<file path="config.mk">
export PLATFORM = sky130hd
export DESIGN_NAME = video_timing_gen
export DESIGN_NICKNAME = d
export VERILOG_FILES = /design/src/rtl/video_timing_gen.sv
export SDC_FILE = /design/constraint.sdc
export NUM_CORES = 1
export LEC_CHECK = 0
export BUFFER_PORTS_ARGS = -buffer_cell sky130_fd_sc_hd__clkbuf_2
export CAP_MARGIN = 20
export CORE_ASPECT_RATIO = 0.5
export CORE_MARGIN = 5
export CORE_UTILIZATION = 32
export CTS_CLUSTER_DIAMETER = 40
export CTS_CLUSTER_SIZE = 30
export DETAILED_ROUTE_END_ITERATION = 8
export HOLD_SLACK_MARGIN = 0.08
export PLACE_DENSITY = 0.57
export SKIP_CTS_REPAIR_TIMING = 1
export SLEW_MARGIN = 20
export SYNTH_ARGS = -nofsm -noshare
export SYNTH_HDL_FRONTEND = slang
export SYNTH_SLANG_ARGS = --single-unit
export TNS_END_PERCENT = 10
</file>
<file path="constraint.sdc">
create_clock -name clk_sys -period 4.67 [get_ports clk_sys]
set_clock_uncertainty 0.2 [all_clocks]
set_input_delay 0.2335 -clock clk_sys [delete_from_list [all_inputs] [get_ports clk_sys]]
set_output_delay 0.2335 -clock clk_sys [all_outputs]
set_load 0.005 [all_outputs]
</file>
<file path="src/rtl/video_timing_gen.sv">
// video_timing_gen: parametrised raster timing generator.
// A pixel-enable divider drives horizontal/vertical counters. Every decoded
// output is registered from the counter values that will be visible in the
// same cycle, so hcount/vcount and their blank/sync/DE flags always line up.
// The NTSC/PAL geometry switches only when the raster wraps to a new frame.

module video_timing_gen #(
  parameter int CE_DIV   = 2,
  parameter int HW       = 11,
  parameter int VW       = 10,
  parameter int H_ACTIVE = 640,
  parameter int H_FP     = 16,
  parameter int H_SYNC   = 64,
  parameter int H_TOTAL  = 800,
  parameter int V_ACT_N  = 240,
  parameter int V_TOT_N  = 262,
  parameter int V_ACT_P  = 288,
  parameter int V_TOT_P  = 312,
  parameter int V_FP     = 3,
  parameter int V_SYNC   = 3,
  parameter int HS_POL   = 0,
  parameter int VS_POL   = 0
) (
  input  logic          clk_sys,
  input  logic          reset,
  input  logic          enable,
  input  logic          pal,
  output logic          ce_pix,
  output logic [HW-1:0] hcount,
  output logic [VW-1:0] vcount,
  output logic          hblank,
  output logic          vblank,
  output logic          hsync,
  output logic          vsync,
  output logic          de,
  output logic          line_start,
  output logic          frame_start,
  output logic          pal_active,
  output logic [7:0]    frame_cnt
);

  // ---------------------------------------------------------------------
  // Parameter guards: bad geometry must stop elaboration.
  // ---------------------------------------------------------------------
  if (CE_DIV < 1) begin : g_bad_div
    $error("video_timing_gen: CE_DIV must be at least 1");
  end
  if (H_TOTAL < 1 || H_TOTAL > (1 << HW)) begin : g_bad_hw
    $error("video_timing_gen: HW cannot hold H_TOTAL-1");
  end
  if (V_TOT_N < 1 || V_TOT_P < 1 || V_TOT_N > (1 << VW) || V_TOT_P > (1 << VW)) begin : g_bad_vw
    $error("video_timing_gen: VW cannot hold the larger vertical total minus one");
  end
  if (H_ACTIVE < 0 || H_FP < 0 || H_SYNC < 1 || H_ACTIVE + H_FP + H_SYNC > H_TOTAL) begin : g_bad_h
    $error("video_timing_gen: horizontal sync window lies outside H_TOTAL");
  end
  if (V_ACT_N < 0 || V_FP < 0 || V_SYNC < 1 || V_ACT_N + V_FP + V_SYNC > V_TOT_N) begin : g_bad_vn
    $error("video_timing_gen: NTSC vertical sync window lies outside V_TOT_N");
  end
  if (V_ACT_P < 0 || V_ACT_P + V_FP + V_SYNC > V_TOT_P) begin : g_bad_vp
    $error("video_timing_gen: PAL vertical sync window lies outside V_TOT_P");
  end

  // ---------------------------------------------------------------------
  // Derived constants. Window bounds carry one extra bit so that an end
  // value equal to the total (e.g. sync running up to the last pixel)
  // never truncates.
  // ---------------------------------------------------------------------
  localparam int DW = (CE_DIV > 1) ? $clog2(CE_DIV) : 1;

  localparam logic [DW-1:0] DIV_LAST = DW'(CE_DIV - 1);
  localparam logic [HW-1:0] H_LAST   = HW'(H_TOTAL - 1);
  localparam logic [VW-1:0] VN_LAST  = VW'(V_TOT_N - 1);
  localparam logic [VW-1:0] VP_LAST  = VW'(V_TOT_P - 1);

  localparam logic [HW:0] H_ACT_X  = (HW+1)'(H_ACTIVE);
  localparam logic [HW:0] HS_BEG_X = (HW+1)'(H_ACTIVE + H_FP);
  localparam logic [HW:0] HS_END_X = (HW+1)'(H_ACTIVE + H_FP + H_SYNC);

  localparam logic [VW:0] VA_N_X     = (VW+1)'(V_ACT_N);
  localparam logic [VW:0] VS_BEG_N_X = (VW+1)'(V_ACT_N + V_FP);
  localparam logic [VW:0] VS_END_N_X = (VW+1)'(V_ACT_N + V_FP + V_SYNC);
  localparam logic [VW:0] VA_P_X     = (VW+1)'(V_ACT_P);
  localparam logic [VW:0] VS_BEG_P_X = (VW+1)'(V_ACT_P + V_FP);
  localparam logic [VW:0] VS_END_P_X = (VW+1)'(V_ACT_P + V_FP + V_SYNC);

  localparam logic HS_ON = (HS_POL != 0) ? 1'b1 : 1'b0;
  localparam logic VS_ON = (VS_POL != 0) ? 1'b1 : 1'b0;

  // ---------------------------------------------------------------------
  // State and next-state signals
  // ---------------------------------------------------------------------
  logic [DW-1:0] div_r,        div_nxt_s;
  logic          ce_r,         ce_nxt_s;
  logic [HW-1:0] hcount_r,     hcount_nxt_s;
  logic [VW-1:0] vcount_r,     vcount_nxt_s;
  logic          pal_active_r, pal_nxt_s;
  logic [7:0]    frame_cnt_r,  frame_cnt_nxt_s;

  logic hblank_r,      hblank_nxt_s;
  logic vblank_r,      vblank_nxt_s;
  logic hsync_r,       hsync_nxt_s;
  logic vsync_r,       vsync_nxt_s;
  logic de_r,          de_nxt_s;
  logic line_start_r,  line_start_nxt_s;
  logic frame_start_r, frame_start_nxt_s;

  logic          h_last_s;
  logic          v_last_s;
  logic [HW:0]   h_ext_s;
  logic [VW:0]   v_ext_s;
  logic [VW:0]   v_act_s;
  logic [VW:0]   vs_beg_s;
  logic [VW:0]   vs_end_s;

  // Pixel divider: counts only while enabled; the pulse is raised for the
  // cycle after div reaches its last value, and is dropped while frozen.
  always_comb begin
    div_nxt_s = div_r;
    ce_nxt_s  = 1'b0;
    if (enable) begin
      if (div_r == DIV_LAST) begin
        div_nxt_s = {DW{1'b0}};
        ce_nxt_s  = 1'b1;
      end else begin
        div_nxt_s = div_r + DW'(1'b1);
        ce_nxt_s  = 1'b0;
      end
    end else begin
      div_nxt_s = div_r;
      ce_nxt_s  = 1'b0;
    end
  end

  // Raster advance: a pixel-enable cycle always completes (even if enable
  // has just dropped), moving to the next position at its closing edge.
  // The mode and frame counter change only when both counters wrap.
  always_comb begin
    h_last_s        = (hcount_r == H_LAST);
    v_last_s        = pal_active_r ? (vcount_r == VP_LAST) : (vcount_r == VN_LAST);
    hcount_nxt_s    = hcount_r;
    vcount_nxt_s    = vcount_r;
    pal_nxt_s       = pal_active_r;
    frame_cnt_nxt_s = frame_cnt_r;
    if (ce_r) begin
      if (h_last_s) begin
        hcount_nxt_s = {HW{1'b0}};
        if (v_last_s) begin
          vcount_nxt_s    = {VW{1'b0}};
          pal_nxt_s       = pal;
          frame_cnt_nxt_s = frame_cnt_r + 8'd1;
        end else begin
          vcount_nxt_s = vcount_r + VW'(1'b1);
        end
      end else begin
        hcount_nxt_s = hcount_r + HW'(1'b1);
      end
    end else begin
      hcount_nxt_s = hcount_r;
    end
  end

  // Decode from the next raster position so flags align with the counters.
  // Vertical windows follow the mode that will be in effect for that line.
  always_comb begin
    h_ext_s = {1'b0, hcount_nxt_s};
    v_ext_s = {1'b0, vcount_nxt_s};
    if (pal_nxt_s) begin
      v_act_s  = VA_P_X;
      vs_beg_s = VS_BEG_P_X;
      vs_end_s = VS_END_P_X;
    end else begin
      v_act_s  = VA_N_X;
      vs_beg_s = VS_BEG_N_X;
      vs_end_s = VS_END_N_X;
    end

    hblank_nxt_s = (h_ext_s >= H_ACT_X);
    vblank_nxt_s = (v_ext_s >= v_act_s);

    if ((h_ext_s >= HS_BEG_X) && (h_ext_s < HS_END_X)) begin
      hsync_nxt_s = HS_ON;
    end else begin
      hsync_nxt_s = ~HS_ON;
    end

    if ((v_ext_s >= vs_beg_s) && (v_ext_s < vs_end_s)) begin
      vsync_nxt_s = VS_ON;
    end else begin
      vsync_nxt_s = ~VS_ON;
    end

    de_nxt_s          = ~(hblank_nxt_s | vblank_nxt_s);
    line_start_nxt_s  = ce_nxt_s && (hcount_nxt_s == {HW{1'b0}});
    frame_start_nxt_s = line_start_nxt_s && (vcount_nxt_s == {VW{1'b0}});
  end

  // State register: reset puts the raster at the top-left with no pulses.
  always_ff @(posedge clk_sys or posedge reset) begin
    if (reset) begin
      div_r         <= {DW{1'b0}};
      ce_r          <= 1'b0;
      hcount_r      <= {HW{1'b0}};
      vcount_r      <= {VW{1'b0}};
      pal_active_r  <= 1'b0;
      frame_cnt_r   <= 8'd0;
      hblank_r      <= 1'b0;
      vblank_r      <= 1'b0;
      hsync_r       <= ~HS_ON;
      vsync_r       <= ~VS_ON;
      de_r          <= 1'b1;
      line_start_r  <= 1'b0;
      frame_start_r <= 1'b0;
    end else begin
      div_r         <= div_nxt_s;
      ce_r          <= ce_nxt_s;
      hcount_r      <= hcount_nxt_s;
      vcount_r      <= vcount_nxt_s;
      pal_active_r  <= pal_nxt_s;
      frame_cnt_r   <= frame_cnt_nxt_s;
      hblank_r      <= hblank_nxt_s;
      vblank_r      <= vblank_nxt_s;
      hsync_r       <= hsync_nxt_s;
      vsync_r       <= vsync_nxt_s;
      de_r          <= de_nxt_s;
      line_start_r  <= line_start_nxt_s;
      frame_start_r <= frame_start_nxt_s;
    end
  end

  assign ce_pix      = ce_r;
  assign hcount      = hcount_r;
  assign vcount      = vcount_r;
  assign hblank      = hblank_r;
  assign vblank      = vblank_r;
  assign hsync       = hsync_r;
  assign vsync       = vsync_r;
  assign de          = de_r;
  assign line_start  = line_start_r;
  assign frame_start = frame_start_r;
  assign pal_active  = pal_active_r;
  assign frame_cnt   = frame_cnt_r;

endmodule

</file>
==> results.yml <==
clock_tree:
  cts_max_path_buffers: 2
  cts_buffers: 5
  clk_latency_ps: 290
  cts_tree: "built"
  clock-sinks: 39
  cts.htree.levels: 2
  cts_root_buffer: "clkbuf_16"
  clk_pin_slew_ps: 60
timing:
  period_needed_ps: 4050
  worstMarginPinSlew_ps: 750
  setup_viol: 0
  whs_ps: 263
  max_freq_mhz: 247
  tns_ps: 0
  slew_viol_final: 0
  setup_ws_ps: 618
  hold_viol: 0
  timing.final.crit_share_pct: 86.8
  slew_headroom_pct: 50.0
  grt_setup_unrepaired: "no"
logic_synthesis:
  avgSynthCellArea_sq_um: 9.89
  synth.yosys.seq_area_share_pct: 42.3
  ys_warn_count: 0
  async_flop_share_pct: 100
  synth_edf_count: 0
  syn_area_sq_um: 2310
  ys_types: 59
  synth-main-ff-cell: "dfrtp_1"
  syn_nets: 245
  synthCells: 234
  ys_ff_latch: 39
global_routing:
  grt_max_degree: 25
  antenna_found_initial: 0
  grt_overflow: 0
  track_usage_pct: 13.7
  grt_pass1_wl_microns: 9870
  grt_pass1_vias: 1908
routing:
  wl_met2_microns: 2700
  wl_met3_microns: 380
  first_iter_violations: 105
  vias: 1997
  via_per_inst: 5.44
  highest_layer: "met4"
  firstDrtPassIters: 4
  drt-met1-wl_microns: 2890
  drtAntennaViolNets: 0
  drt-total-wl_microns: 6130
  drc: 0
  routedWlPerCell_microns: 16.7
placed_design:
  dp_hpwl_microns: 4590
  post-place-ws_ps: 696
  place_area_sq_um: 2580
  dpl.cell_count: 356
  io_buffers: 41
  place.gp.congestion: 0.910
layout:
  drive_above_1_share_pct: 24.4
  fill_cells: 700
  diodes: 0
  final_cell_area_sq_um: 2780
  final_common_cell: "clkbuf_2"
  largest_reg_flops: 11
  mostFrequentLayoutCells: "clkbuf_2, dfrtp_1, nor2_1, nand3_1, xnor2_1"
  final_nets: 285
  synthToLayoutAreaGrowth_pct: 20.3
  stdcell_count: 367
setup_path:
  worstSetupPathType: "flip-flop to flip-flop"
  required_ps: 4660
  cp_max_fo: 12
  cp_data_arrival_time_ps: 4040
  cp-start-kind: "flip-flop"
  cp-end-kind: "flip-flop"
die:
  num_io_pins: 42
  initial_utilization_pct: 33.7
  core_area_sq_um: 6860
  dieArea_sq_um: 9130
  die_w_microns: 130
  die_h_microns: 70.1
  row_count: 21
outcome:
  run_status: "completed"
power_and_ir_drop:
  p_leak_nw: 1.26
  power_density_nw_per_um2: 359
  ir_worst_vdd_v: 0.000147
worst_hold_path:
  min_path_type: "flip-flop to flip-flop"
flow_run:
  drv_cap: 0
final cells by class:
type / count / area [sq um] / area share, %
Clock buffer: 6 / 139 / 4.99
Timing Repair Buffer: 47 / 258 / 9.26
Clock inverter: 2 / 35.0 / 1.26
Multi-Input combinational cell: 175 / 1230 / 44.3
Sequential cell: 39 / 980 / 35.2
Inverter: 6 / 22.5 / 0.809
Tap cell: 92 / 115 / 4.14
per-layer routing:
metal / GRT usage, % / up-vias
li1: - / 950
met3: 3.81 / 16
met1: 18.8 / 964
met4: 6.45 / 0
met2: 19.8 / 67
met5: 0 / -
synthesized netlist by cell type, types with 3 or more instances:
master	number	area share [%]
mux2_2	4	1.9
nor2_1	16	2.6
buf_2	4	0.87
ha_1	7	3.8
xor2_1	9	3.4
and2_1	3	0.81
nand3_1	16	3.5
o31ai_1	3	0.97
clkbuf_1	6	0.97
xnor2_1	15	5.7
nand4_1	13	3.5
and4_1	4	1.5
nor3_1	6	1.3
dfrtp_1	36	39
dfstp_2	3	3.4
inv_1	6	0.97
nand2_1	14	2.3
a21oi_1	4	0.87
and3_1	3	0.81
o21ai_0	7	1.5
or3_1	5	1.4
metrics by stage:
stage / util (%) / total power [mW]
3_3_place_gp: 37.6 / 0.596
6_report: 40.6 / 0.999
5_1_grt: 40.6 / 1.05
2_1_floorplan: - / 0.543
3_5_place_dp: 37.6 / 0.603
4_1_cts: 40.1 / 1.01
critical path, cell delays in order, from the launching register on:
cell,delay (ps)
dfrtp_1,490
or4_4,590
a2111oi_4,750
nand2_2,220
mux2_2,310
inv_1,60
ha_1,320
and3_1,200
o21ai_0,100
o2bb2ai_1,160
o31ai_1,110
a221oi_1,290
nand4_1,130
where the power goes:
group	switching (mW)	total (mW)	internal, mW
sequential	0.0698	0.441	0.372
combinational	0.0781	0.155	0.0769
clock	0.137	0.402	0.266
cells by family after synthesis:
family	synth area share (%)
compound gates	13.5
fa+ha+maj	3.79
simple gates	24.6
flops	42.3
buf+inv	4.33
xor+xnor	9.09
mux	2.38
worst paths after layout:
path / from / end / slack (ps) / depth (start not counted)
hold / removal: div_r$_DFFE_PP0P_ / div_r$_DFFE_PP0P_ / 260 / 1
min in group asynchronous: reset / frame_cnt[6]$_DFFE_PP0P_ / 340 / 3
setup reg to reg: vcount[5]$_DFF_PP0_ / vsync$_DFF_PP1_ / 620 / 12
hold reg to reg: div_r$_DFFE_PP0P_ / div_r$_DFFE_PP0P_ / 260 / 1
max in group asynchronous: reset / hsync$_DFF_PP1_ / 3120 / 4
setup / recovery: vcount[5]$_DFF_PP0_ / vsync$_DFF_PP1_ / 620 / 12
Note: power is estimated with default switching activity, not from simulation.
